==> src/rtl/data_mem_bridge.sv <==
// M-stage data port to Wishbone B4 classic bridge: one bus cycle per load/store, stalls until ack.
// Optional bus-timeout abort is enabled by defining DMB_TIMEOUT_EN.
module data_mem_bridge #(
    parameter int unsigned DATA_WIDTH = 32
`ifdef DMB_TIMEOUT_EN
    , parameter int unsigned TIMEOUT_CYCLES = 255
`endif
) (
    input  logic                    clk,
    input  logic                    rst,
    input  logic                    i_req_valid,
    input  logic                    i_mem_write,
    input  logic [1:0]              i_size,
    input  logic                    i_unsigned,
    input  logic [DATA_WIDTH-1:0]   i_addr,
    input  logic [DATA_WIDTH-1:0]   i_wdata,
    output logic                    o_stall,
    output logic [DATA_WIDTH-1:0]   o_rdata,
    output logic                    o_rdata_valid,
    output logic                    o_misaligned,
    output logic                    o_bus_err,
    output logic                    o_wb_cyc,
    output logic                    o_wb_stb,
    output logic                    o_wb_we,
    output logic [3:0]              o_wb_sel,
    output logic [DATA_WIDTH-1:0]   o_wb_adr,
    output logic [DATA_WIDTH-1:0]   o_wb_dat,
    input  logic [DATA_WIDTH-1:0]   i_wb_dat,
    input  logic                    i_wb_ack
);

    typedef enum logic [1:0] {IDLE = 2'd0, BUS = 2'd1, DONE = 2'd2} state_t;

    state_t                  state, state_nx;
    logic                    misaligned_now, accept, timeout_hit;
    logic [3:0]              req_sel;
    logic [DATA_WIDTH-1:0]   req_dat, load_ext;
    logic [1:0]              size_q, lo_q;
    logic                    uns_q;
    logic [7:0]              lane_byte;
    logic [15:0]             lane_half;

    // size 11 behaves as word, so any size with bit 1 set needs word alignment
    assign misaligned_now = (i_size == 2'b01 && i_addr[0]) || (i_size[1] && i_addr[1:0] != 2'b00);
    assign accept         = (state == IDLE) && i_req_valid && !misaligned_now;
    assign o_stall        = rst && i_req_valid && (state != DONE) && !misaligned_now;
    assign o_misaligned   = rst && (state == IDLE) && i_req_valid && misaligned_now;

    // Lane selects and replicated write data for the incoming request
    always_comb begin
        req_sel = 4'hF;
        req_dat = i_wdata;
        case (i_size)
            2'b00: begin
                req_sel = 4'(4'b0001 << i_addr[1:0]);
                req_dat = {4{i_wdata[7:0]}};
            end
            2'b01: begin
                req_sel = i_addr[1] ? 4'b1100 : 4'b0011;
                req_dat = {2{i_wdata[15:0]}};
            end
            default: ;
        endcase
    end

    // Extract and extend the addressed lane of the read data
    always_comb begin
        case (lo_q)
            2'b00:   lane_byte = i_wb_dat[7:0];
            2'b01:   lane_byte = i_wb_dat[15:8];
            2'b10:   lane_byte = i_wb_dat[23:16];
            default: lane_byte = i_wb_dat[31:24];
        endcase
        lane_half = lo_q[1] ? i_wb_dat[31:16] : i_wb_dat[15:0];
        case (size_q)
            2'b00:   load_ext = uns_q ? {24'b0, lane_byte} : {{24{lane_byte[7]}}, lane_byte};
            2'b01:   load_ext = uns_q ? {16'b0, lane_half} : {{16{lane_half[15]}}, lane_half};
            default: load_ext = i_wb_dat;
        endcase
    end

    always_ff @(posedge clk or negedge rst) begin
        if (!rst) state <= IDLE;
        else      state <= state_nx;
    end

    always_comb begin
        state_nx = state;
        case (state)
            IDLE:    if (accept) state_nx = BUS;
            BUS:     if (i_wb_ack || timeout_hit) state_nx = DONE;
            DONE:    state_nx = IDLE;
            default: state_nx = IDLE;
        endcase
    end

`ifdef DMB_TIMEOUT_EN
    localparam int unsigned CNT_W = ($clog2(TIMEOUT_CYCLES + 1) > 8) ? $clog2(TIMEOUT_CYCLES + 1) : 8;
    logic [CNT_W-1:0] wait_cnt;

    // An ack in the final wait cycle takes priority over the abort
    assign timeout_hit = (state == BUS) && !i_wb_ack && (wait_cnt == CNT_W'(TIMEOUT_CYCLES - 1));

    always_ff @(posedge clk or negedge rst) begin
        if (!rst) begin
            wait_cnt  <= '0;
            o_bus_err <= 1'b0;
        end else begin
            o_bus_err <= timeout_hit;
            if (accept)
                wait_cnt <= '0;
            else if (state == BUS && !i_wb_ack)
                wait_cnt <= wait_cnt + CNT_W'(1);
        end
    end
`else
    assign timeout_hit = 1'b0;
    assign o_bus_err   = 1'b0;
`endif

    // Bus outputs are launched from IDLE and held until the cycle ends
    always_ff @(posedge clk or negedge rst) begin
        if (!rst) begin
            o_wb_cyc      <= 1'b0;
            o_wb_stb      <= 1'b0;
            o_wb_we       <= 1'b0;
            o_wb_sel      <= '0;
            o_wb_adr      <= '0;
            o_wb_dat      <= '0;
            o_rdata       <= '0;
            o_rdata_valid <= 1'b0;
            size_q        <= '0;
            lo_q          <= '0;
            uns_q         <= 1'b0;
        end else begin
            o_rdata_valid <= 1'b0;
            case (state)
                IDLE: if (accept) begin
                    o_wb_cyc <= 1'b1;
                    o_wb_stb <= 1'b1;
                    o_wb_we  <= i_mem_write;
                    o_wb_sel <= req_sel;
                    o_wb_adr <= {i_addr[DATA_WIDTH-1:2], 2'b00};
                    o_wb_dat <= req_dat;
                    size_q   <= i_size;
                    lo_q     <= i_addr[1:0];
                    uns_q    <= i_unsigned;
                end
                BUS: if (i_wb_ack || timeout_hit) begin
                    o_wb_cyc      <= 1'b0;
                    o_wb_stb      <= 1'b0;
                    o_wb_we       <= 1'b0;
                    o_wb_sel      <= '0;
                    o_wb_adr      <= '0;
                    o_wb_dat      <= '0;
                    o_rdata_valid <= 1'b1;
                    o_rdata       <= (i_wb_ack && !o_wb_we) ? load_ext : '0;
                end
                default: ;
            endcase
        end
    end

endmodule

==> config.mk <==
export PLATFORM = sky130hd
export DESIGN_NAME = data_mem_bridge
export DESIGN_NICKNAME = d
export VERILOG_FILES = /design/src/rtl/data_mem_bridge.sv
export SDC_FILE = /design/constraint.sdc
export NUM_CORES = 1
export LEC_CHECK = 0
export CORE_MARGIN = 8
export CORE_UTILIZATION = 43
export DETAILED_ROUTE_END_ITERATION = 8
export GPL_TIMING_DRIVEN = 0
export PLACE_DENSITY_LB_ADDON = 0.1
export SLEW_MARGIN = 20
export SYNTH_ARGS = -nofsm -noshare
export SYNTH_HDL_FRONTEND = slang
export SYNTH_SLANG_ARGS = --single-unit
==> constraint.sdc <==
create_clock -name clk -period 2.55 [get_ports clk]
set_clock_uncertainty 0.15 [all_clocks]
set_input_delay 0.255 -clock clk [delete_from_list [all_inputs] [get_ports clk]]
set_output_delay 0.255 -clock clk [all_outputs]
set_load 0.01 [all_outputs]
==> After elaboration in Yosys (flattened, before gate mapping) <==
Cells that the tools add are included.
{ "word_totals": {"register_bits": 110, "inputBits": 104, "word_cells": 71} }
{ "classes": {"n_eq_ne": 8, "shifts": 1, "muxes": 27, "reduce_logical": 24} }
{ "ops": {"columns": ["op", "n"], "rows": [
  ["32-bit one-hot mux with 2 select lines", 4],
  ["32-bit 2-to-1 mux", 6],
  ["8-bit one-hot mux with 3 select lines", 1],
  ["16-bit 2-to-1 mux", 1],
  ["4-bit one-hot mux with 2 select lines", 2],
  ["4-bit 2-to-1 mux", 3],
  ["1-bit logical AND", 11],
  ["2-bit by 1-bit == test with 1-bit output, second input constant", 4],
  ["2-bit logical NOT", 4],
  ["2-bit inequality test, second input constant", 3],
  ["2-bit AND reduction", 3],
  ["1-bit 2-to-1 mux", 5],
  ["2-bit 2-to-1 mux", 2],
  ["1-bit one-hot mux with 2 select lines", 2],
  ["2-bit one-hot mux with 2 select lines", 1],
  ["2-bit nonzero test", 2],
  ["1-bit by 2-bit left shift with 4-bit output, first input constant", 1],
  ["3-bit AND reduction", 1],
  ["2-bit == test, second input constant", 1],
  ["1-bit logical NOT", 2],
  ["1-bit logical OR", 1]
]} }

==> Logic depth before layout (Yosys ltp) <==
Gate-level depths: netlist of the first run.
{ "logic_depth": {"ltp_word": 7, "mapped_depth": 7} }

==> Least setup slack after synthesis of the first run <==
Ideal clock, no wire load.
{ "synth_path": {"path_kind": "register -> register", "from": "register size_q[0]", "to": "register o_rdata[17]", "setup_ns": 0.064, "arrival_time_ns": 1.818, "t_required_ns": 2.336, "path_slack_ns": 0.517, "stages_incl_launch_ff": 6, "n_path_buf": 1, "cell_sequence": "dfrtp_1 -> or3b_1 -> a32o_1 -> a2111oi_4 -> buf_6 -> a221o_2"} }
{ "synth_between": {"elab_chain_cells": 3, "word_cells_on_any_way": 4} }
{ "synth_rtl": {"columns": ["element", "line", "text"], "rows": [
  ["start, declared", "38", "logic [1:0] size_q, lo_q;"],
  ["start signal, assigned", "145", "size_q <= i_size;"],
  ["2-bit by 1-bit == test with 1-bit output or 2-bit logical NOT (tied branches)", "75", "case (size_q)"],
  ["32-bit one-hot mux with 2 select lines (*)", "75", null],
  ["32-bit 2-to-1 mux (*)", "157", "o_rdata <= (i_wb_ack && !o_wb_we) ? load_ext : '0;"],
  ["end signal, assigned", "157", null],
  ["end, declared", "18", "output logic [DATA_WIDTH-1:0] o_rdata,"]
]} }
Mark *: on every way between the ends. The rest lies on a longest branch, timed or not.
A chain may end at the register's enable or synchronous reset.

==> Worst setup path in the final report of the first run <==
{ "layout_path": {"from": "input port i_addr[0]", "to": "output port o_misaligned"} }
{ "layout_between": {"elab_chain_cells": 4, "word_cells_on_any_way": 5} }
{ "layout_rtl": {"columns": ["element", "line", "text"], "rows": [
  ["start, declared", "15", "input logic [DATA_WIDTH-1:0] i_addr,"],
  ["2-bit nonzero test", "44", "assign misaligned_now = (i_size == 2'b01 && i_addr[0]) || (i_size[1] && i_addr[1:0] != 2'b00);"],
  ["1-bit logical AND", "44", null],
  ["1-bit logical OR (*)", "44", null],
  ["1-bit logical AND (*)", "47", "assign o_misaligned = rst && (state == IDLE) && i_req_valid && misaligned_now;"],
  ["end, declared", "20", "output logic o_misaligned,"]
]} }
Marked as above.

==> impl_metrics.env, run 1 <==
export IMPL_first_pass_iters=5
export IMPL_routedWlPerCell_um=19.4
export IMPL_min_to="o_wb_adr[8]$_DFFE_PN0P_"
export IMPL_rows=39
export IMPL_critPathCaptureType="output port"
export IMPL_peakVddDrop_uv=555
export IMPL_hold_path_class="in2reg"
export IMPL_cts_sinks=108
export IMPL_slew_headroom_pct=34.6
export IMPL_crit_chain="clkdlybuf4s50_1 > o21ai_1 > a2111oi_2 > clkdlybuf4s50_1"
export IMPL_layout_cells_non_filler=895
export IMPL_syn_to_final_growth_pct=52.6
export IMPL_critical_path_slowest_cell="clkdlybuf4s50_1"
export IMPL_r2r_end="o_rdata[25]$_DFFE_PN0P_"
export IMPL_dieArea_mm2=0.0154
export IMPL_cts_buffers=9
export IMPL_drv_slew=0
export IMPL_outcome="finished clean"
export IMPL_setup_violations=0
export IMPL_place_inst=877
export IMPL_r2r_slack_ns=0.20
export IMPL_period_needed_ns=2.40
export IMPL_synth_area_leaders="dfrtp_1 (54%), nand2_1 (9.3%), nand3_1 (6.6%), mux2i_1 (6.0%), o21ai_0 (3.4%)"
export IMPL_drive_gt1_share_pct=5.59
export IMPL_synthArstFlopShare_pct=100
export IMPL_n_antenna_cell=0
export IMPL_yosysWarnings=0
export IMPL_grtUsageTotal_pct=22.7
export IMPL_die_y_um=124
export IMPL_tightest_slew_ns=0.978
export IMPL_synth_edf_count=0
export IMPL_cp_buffers_inverters=2
export IMPL_worstPathRequired_ns=2.14
export IMPL_cts_root_buf="clkbuf_16"
export IMPL_grt_pass1_vias=5009
export IMPL_holdPathStages=3
export IMPL_cp_arrival_ns=2.00
export IMPL_maxCapViolations=0
export IMPL_die_w_um=124
export IMPL_synth_seq_area_share_pct=53.9
export IMPL_initial_core_util_pct=43.9
export IMPL_final_net_count=851
export IMPL_critPathTopFamily="buffers and inverters"
export IMPL_reg2reg_depth=5
export IMPL_grt_max_degree=65
export IMPL_worst_path_largest_cell_delay_ns=0.62
export IMPL_ant_nets=0
export IMPL_fin_crit_sh_pct=94.1
export IMPL_core_mm2=0.0114
export IMPL_drcViolationCount=0
export IMPL_grt_ovfl_total=0
export IMPL_cts_tree="done"
export IMPL_ios=211
export IMPL_cts_setup_buffers=0
export IMPL_reg2reg_from="size_q[0]$_DFFE_PN0P_"
export IMPL_drt_total_wl_um=17400
export IMPL_cts_buffer_depth=2
export IMPL_clock_latency_ns=0.34
export IMPL_netlist_area_mm2=0.00502
export IMPL_worstSetupPathType="in2out"
export IMPL_synthFlopType="dfrtp_1"
export IMPL_vias_per_cell=5.47
export IMPL_vias=4898
export IMPL_synth_seq_cells=108
export IMPL_synth_top_area_share_pct=53.9
export IMPL_yosysMostFrequentCell="nand2_1"
export IMPL_leakage_nw=3.41
export IMPL_dpl_hpwl_um=13200
export IMPL_drtIter0Drc=313
export IMPL_antenna_found_initial=1
export IMPL_syn_avg_cell_area_um2=9.57
export IMPL_grt_pass1_wl_um=27000
export IMPL_hold_viol=0
export IMPL_gp_congestion=0.878
export IMPL_synthTopCellsByCount="nand2_1 (124), dfrtp_1 (108), nand3_1 (66)"
export IMPL_min_from="i_addr[8]"
export IMPL_port_buffers=207
export IMPL_path_max_fanout=6
export IMPL_max_freq_mhz=417
export IMPL_p_per_area_mw_per_mm2=891
export IMPL_cp_start_kind="input port"
export IMPL_worst_path_most_repeated_cell="clkdlybuf4s50_1"
export IMPL_yosysUniqueCellTypes=39
export IMPL_yosysTopAreaCell="dfrtp_1"
export IMPL_ctsHtreeMaxLevel=3
export IMPL_clk_pin_slew_ns=0.07
export IMPL_finalPower_mw=6.82
export IMPL_postSynthCellCount=524
export IMPL_rsz0062_at_grt="no"
area by class of cell:
cell class / count / area, um2
Buffer: 44 / 190
Clock buffer: 12 / 256
Clock inverter: 4 / 47.5
Fill cell: 957 / 3760
Inverter: 5 / 18.8
Multi-Input combinational cell: 369 / 2120
Sequential cell: 108 / 2700
Tap cell: 143 / 179
Timing Repair Buffer: 210 / 2140
per-stage QoR:
step	setup TNS [ns]	hold WS (ns)	setup slack, ns	cell area, um2	utilization (%)
2_1_floorplan	0	-0.191	0.517	5020	-
3_3_place_gp	-338.45	0.302	-3.59	7270	63.7
3_5_place_dp	-1.11	0.0619	-0.118	7300	64.0
4_1_cts	0	0.268	0.00360	7640	67.0
5_1_grt	0	0.290	0.0507	7650	67.0
6_report	0	0.280	0.150	7650	67.0
repair_timing:
| item | 4_1_cts | 5_1_grt |
|---|---|---|
| resized for setup | 0 | 3 |
| hold endpoints to repair | 44 | 0 |
| endpoints found under the setup margin | 0 | 1 |
| hold buffers | 2 | 0 |
power by group:
group          total [mW]  switching, mW  internal (mW)
clock                1.42          0.606          0.812
combinational        2.78           1.26           1.53
sequential           2.62          0.352           2.26
total                6.82           2.22           4.60
routing by layer:
| layer | global-route usage, % | vias up | part of all wire, % |
|---|---|---|---|
| met2 | 34.5 | 202 | 46 |
| met4 | 8.33 | 0 | 2.4 |
| li1 | - | 2295 | - |
| met5 | 0 | - | 0 |
| met1 | 29.6 | 2374 | 41 |
| met3 | 7.57 | 27 | 11 |
kinds of logic after synthesis:
group	count (synthesis)	share of synthesized area, %
other	1	0.0748
AND/OR/NAND/NOR	232	20.8
flip-flops	108	53.9
buffers and inverters	49	4.17
multiplexers	33	6.88
AO/OA/AOI/OAI	101	14.2
how the worst max path moves through the flow:
stage	start	endpoint	slack [ns]	depth (start not counted)
floorplan	size_q[0]$_DFFE_PN0P_	o_rdata[17]$_DFFE_PN0P_	0.52	5
global placement	rst	o_misaligned	-3.59	4
detailed placement	i_wb_dat[23]	o_rdata[19]$_DFFE_PN0P_	-0.12	6
CTS	i_addr[0]	o_misaligned	0.004	4
global route	i_addr[1]	o_misaligned	0.05	4
finish	i_addr[0]	o_misaligned	0.15	4
placed cells by master, fill, tap and decap left out, drive strengths merged, types with 7 or more instances in the layout:
master | Yosys | layout
mux2i | 30 | 30
a221o | 16 | 16
nand2 | 124 | 124
buf | 15 | 18
nand3b | 7 | 7
clkbuf | 29 | 41
dfrtp | 108 | 108
nor2b | 8 | 8
clkdlybuf4s50 | 0 | 206
o21ai | 35 | 35
a21oi | 20 | 20
nor2 | 13 | 13
nand3 | 66 | 66
o31ai | 7 | 7
tightest hold or removal path, delay by kind of cell:
family        cells  cell delay (ns)
buf+inv           1             0.39
simple gates      2             0.09
registers in the layout, summed over array words and instances, names as in the netlist:
signal	cells
o_wb_stb	1
o_wb_sel	4
lo_q	2
o_rdata_valid	1
size_q	2
o_wb_we	1
o_wb_adr	30
uns_q	1
o_rdata	32
o_wb_dat	32
state	2
No activity file was read; power rests on OpenSTA's default activity.
==> run 2: changes to the inputs <==
--- a/config.mk
+++ b/config.mk
@@ -10,6 +10,7 @@
 export DETAILED_ROUTE_END_ITERATION = 8
 export GPL_TIMING_DRIVEN = 0
 export PLACE_DENSITY_LB_ADDON = 0.1
+export SKIP_CTS_REPAIR_TIMING = 1
 export SLEW_MARGIN = 20
 export SYNTH_ARGS = -nofsm -noshare
 export SYNTH_HDL_FRONTEND = slang
==> run 2 against run 1 <==
  * Global-route usage is 0.20 points lower
  * Clock power hardly changed
  * Hold slack worse by 0.0024 ns
  * Combinational power hardly changed
==> impl_metrics.env, run 2 (synthesis results as in run 1) <==
export IMPL_maxCapViolations=0
export IMPL_drv_slew=0
export IMPL_register_area_mm2=0.00270
export IMPL_n_antenna_cell=0
export IMPL_slew_headroom_pct=34.2
export IMPL_setup_violations=0
export IMPL_p_sw_share_pct=32.5
export IMPL_met1_length_um=7160
export IMPL_p_seq_share_pct=38.4
export IMPL_cts_sinks=108
export IMPL_p_int_mw=4.60
export IMPL_nFillCells=957
export IMPL_initial_core_util_pct=43.9
export IMPL_drtIter0Drc=327
export IMPL_cts_buffer_depth=2
export IMPL_first_pass_iters=5
export IMPL_min_from="i_addr[8]"
export IMPL_hold_viol=0
export IMPL_r2r_slack_ns=0.21
export IMPL_grt_max_degree=65
export IMPL_leakage_nw=3.41
export IMPL_port_buffers=207
export IMPL_rows=39
export IMPL_final_net_count=851
export IMPL_gp_congestion=0.878
export IMPL_cp_arrival_ns=2.01
export IMPL_die_w_um=124
export IMPL_grt_ovfl_total=0
export IMPL_setup_tns_ns=0
export IMPL_vias=4848
export IMPL_vias_per_cell=5.42
export IMPL_max_freq_mhz=414
export IMPL_ios=211
export IMPL_cts_buffers=9
export IMPL_drive_gt1_share_pct=5.59
export IMPL_rsz0062_at_grt="no"
export IMPL_ctsHtreeMaxLevel=3
export IMPL_crit_start="i_addr[0]"
export IMPL_reg2reg_from="size_q[0]$_DFFE_PN0P_"
export IMPL_clock_latency_ns=0.35
export IMPL_peakVddDrop_uv=557
export IMPL_worstSetupPathType="in2out"
export IMPL_routed_wl_met3_um=1870
export IMPL_outcome="finished clean"
export IMPL_clkPwrFrac_pct=20.8
export IMPL_place_inst=877
export IMPL_cts_tree="done"
export IMPL_grt_pass1_wl_um=26800
export IMPL_mostFrequentLayoutCell="clkdlybuf4s50_1"
export IMPL_switchingPower_mw=2.22
export IMPL_path_max_fanout=6
export IMPL_layout_cells_non_filler=895
export IMPL_syn_to_final_growth_pct=52.6
export IMPL_cts_root_buf="clkbuf_16"
export IMPL_period_needed_ns=2.42
export IMPL_die_y_um=124
export IMPL_drt_total_wl_um=17400
export IMPL_critPathCaptureType="output port"
export IMPL_drcViolationCount=0
export IMPL_combPwrFrac_pct=40.8
export IMPL_antenna_found_initial=0
export IMPL_routed_top_layer="met4"
export IMPL_fin_crit_sh_pct=94.8
export IMPL_grtUsageTotal_pct=22.5
export IMPL_layout_common_cells="clkdlybuf4s50_1 (206), nand2_1 (124), dfrtp_1 (108)"
export IMPL_final_util_pct=67.0
export IMPL_grt_pass1_vias=4994
export IMPL_dpl_hpwl_um=13200
export IMPL_ant_nets=0
export IMPL_tightest_slew_ns=0.984
export IMPL_reg_largest_list="o_rdata: 32 flops, o_wb_dat: 32 flops, o_wb_adr: 30 flops"
export IMPL_hold_path_class="in2reg"
export IMPL_multi_input_area_mm2=0.00212
export IMPL_core_mm2=0.0114
export IMPL_routedWlPerCell_um=19.4
export IMPL_clk_pin_slew_ns=0.07
export IMPL_cp_start_kind="input port"
export IMPL_dieArea_mm2=0.0154
export IMPL_p_per_area_mw_per_mm2=891
export IMPL_wl_met2_um=7810
export IMPL_worstPathRequired_ns=2.14
## run 2: cell counts in the layout (fill, tap and decap cells not counted)
Identical to the previous run, type by type.
## run 2: final cells by class
| type | instances | share of cell area, % |
|---|---|---|
| clock inverter | 4 | 0.621 |
| inverter | 5 | 0.245 |
| sequential | 108 | 35.3 |
| timing repair buffer | 210 | 27.9 |
| buffer | 44 | 2.48 |
| clock buffer | 12 | 3.35 |
| tap | 143 | 2.34 |
| multi-input combinational | 369 | 27.7 |
## run 2: stage by stage
stage / power (mW) / hold WS [ns] / setup WS, ns / area, um2
global placement: 5.35 / 0.302 / -3.59 / 7270
floorplan: 3.77 / -0.191 / 0.517 / 5020
finish: 6.82 / 0.278 / 0.132 / 7650
detailed placement: 5.43 / 0.0619 / -0.118 / 7300
global route: 7.23 / 0.290 / 0.0507 / 7650
CTS: 6.87 / -0.315 / 0.00360 / 7610
## run 2: critical path: stages
cell and delay [ns]:
clkdlybuf4s50_1 0.55, o21ai_1 0.15, a2111oi_2 0.41, clkdlybuf4s50_1 0.64
## run 2: per-layer routing
layer  track usage (%)  vias to the layer above
li1                  -                     2295
met1              29.2                     2326
met2              34.1                      196
met3              7.80                       31
met4              8.33                        0
met5                 0                        -
## run 2: final timing paths
path	to	depth (start not counted)
worst max-delay path	o_misaligned	4
worst min-delay path	o_wb_adr[8]$_DFFE_PN0P_	3
worst max register to register	o_rdata[25]$_DFFE_PN0P_	5
worst min register to register	o_rdata[10]$_DFFE_PN0P_	2
max in group asynchronous	o_wb_dat[23]$_DFFE_PN0P_	3
min in group asynchronous	o_rdata[19]$_DFFE_PN0P_	3
## run 2: power by group through the flow
stage          registers, mW  clock network [mW]  logic, mW
3_3_place_gp            2.62                   0       2.74
5_1_grt                 2.69                1.52       3.02
4_1_cts                 2.62                1.46       2.80
2_1_floorplan           2.85                   0      0.920
3_5_place_dp            2.64                   0       2.78
6_report                2.62                1.42       2.78
==> run 3: changes to the inputs <==
--- a/config.mk
+++ b/config.mk
@@ -5,6 +5,7 @@
 export SDC_FILE = /design/constraint.sdc
 export NUM_CORES = 1
 export LEC_CHECK = 0
+export ABC_AREA = 0
 export CORE_MARGIN = 8
 export CORE_UTILIZATION = 43
 export DETAILED_ROUTE_END_ITERATION = 8
==> results of run 3 <==
The final DEF is identical to that of run 2; final timing and power are the same.
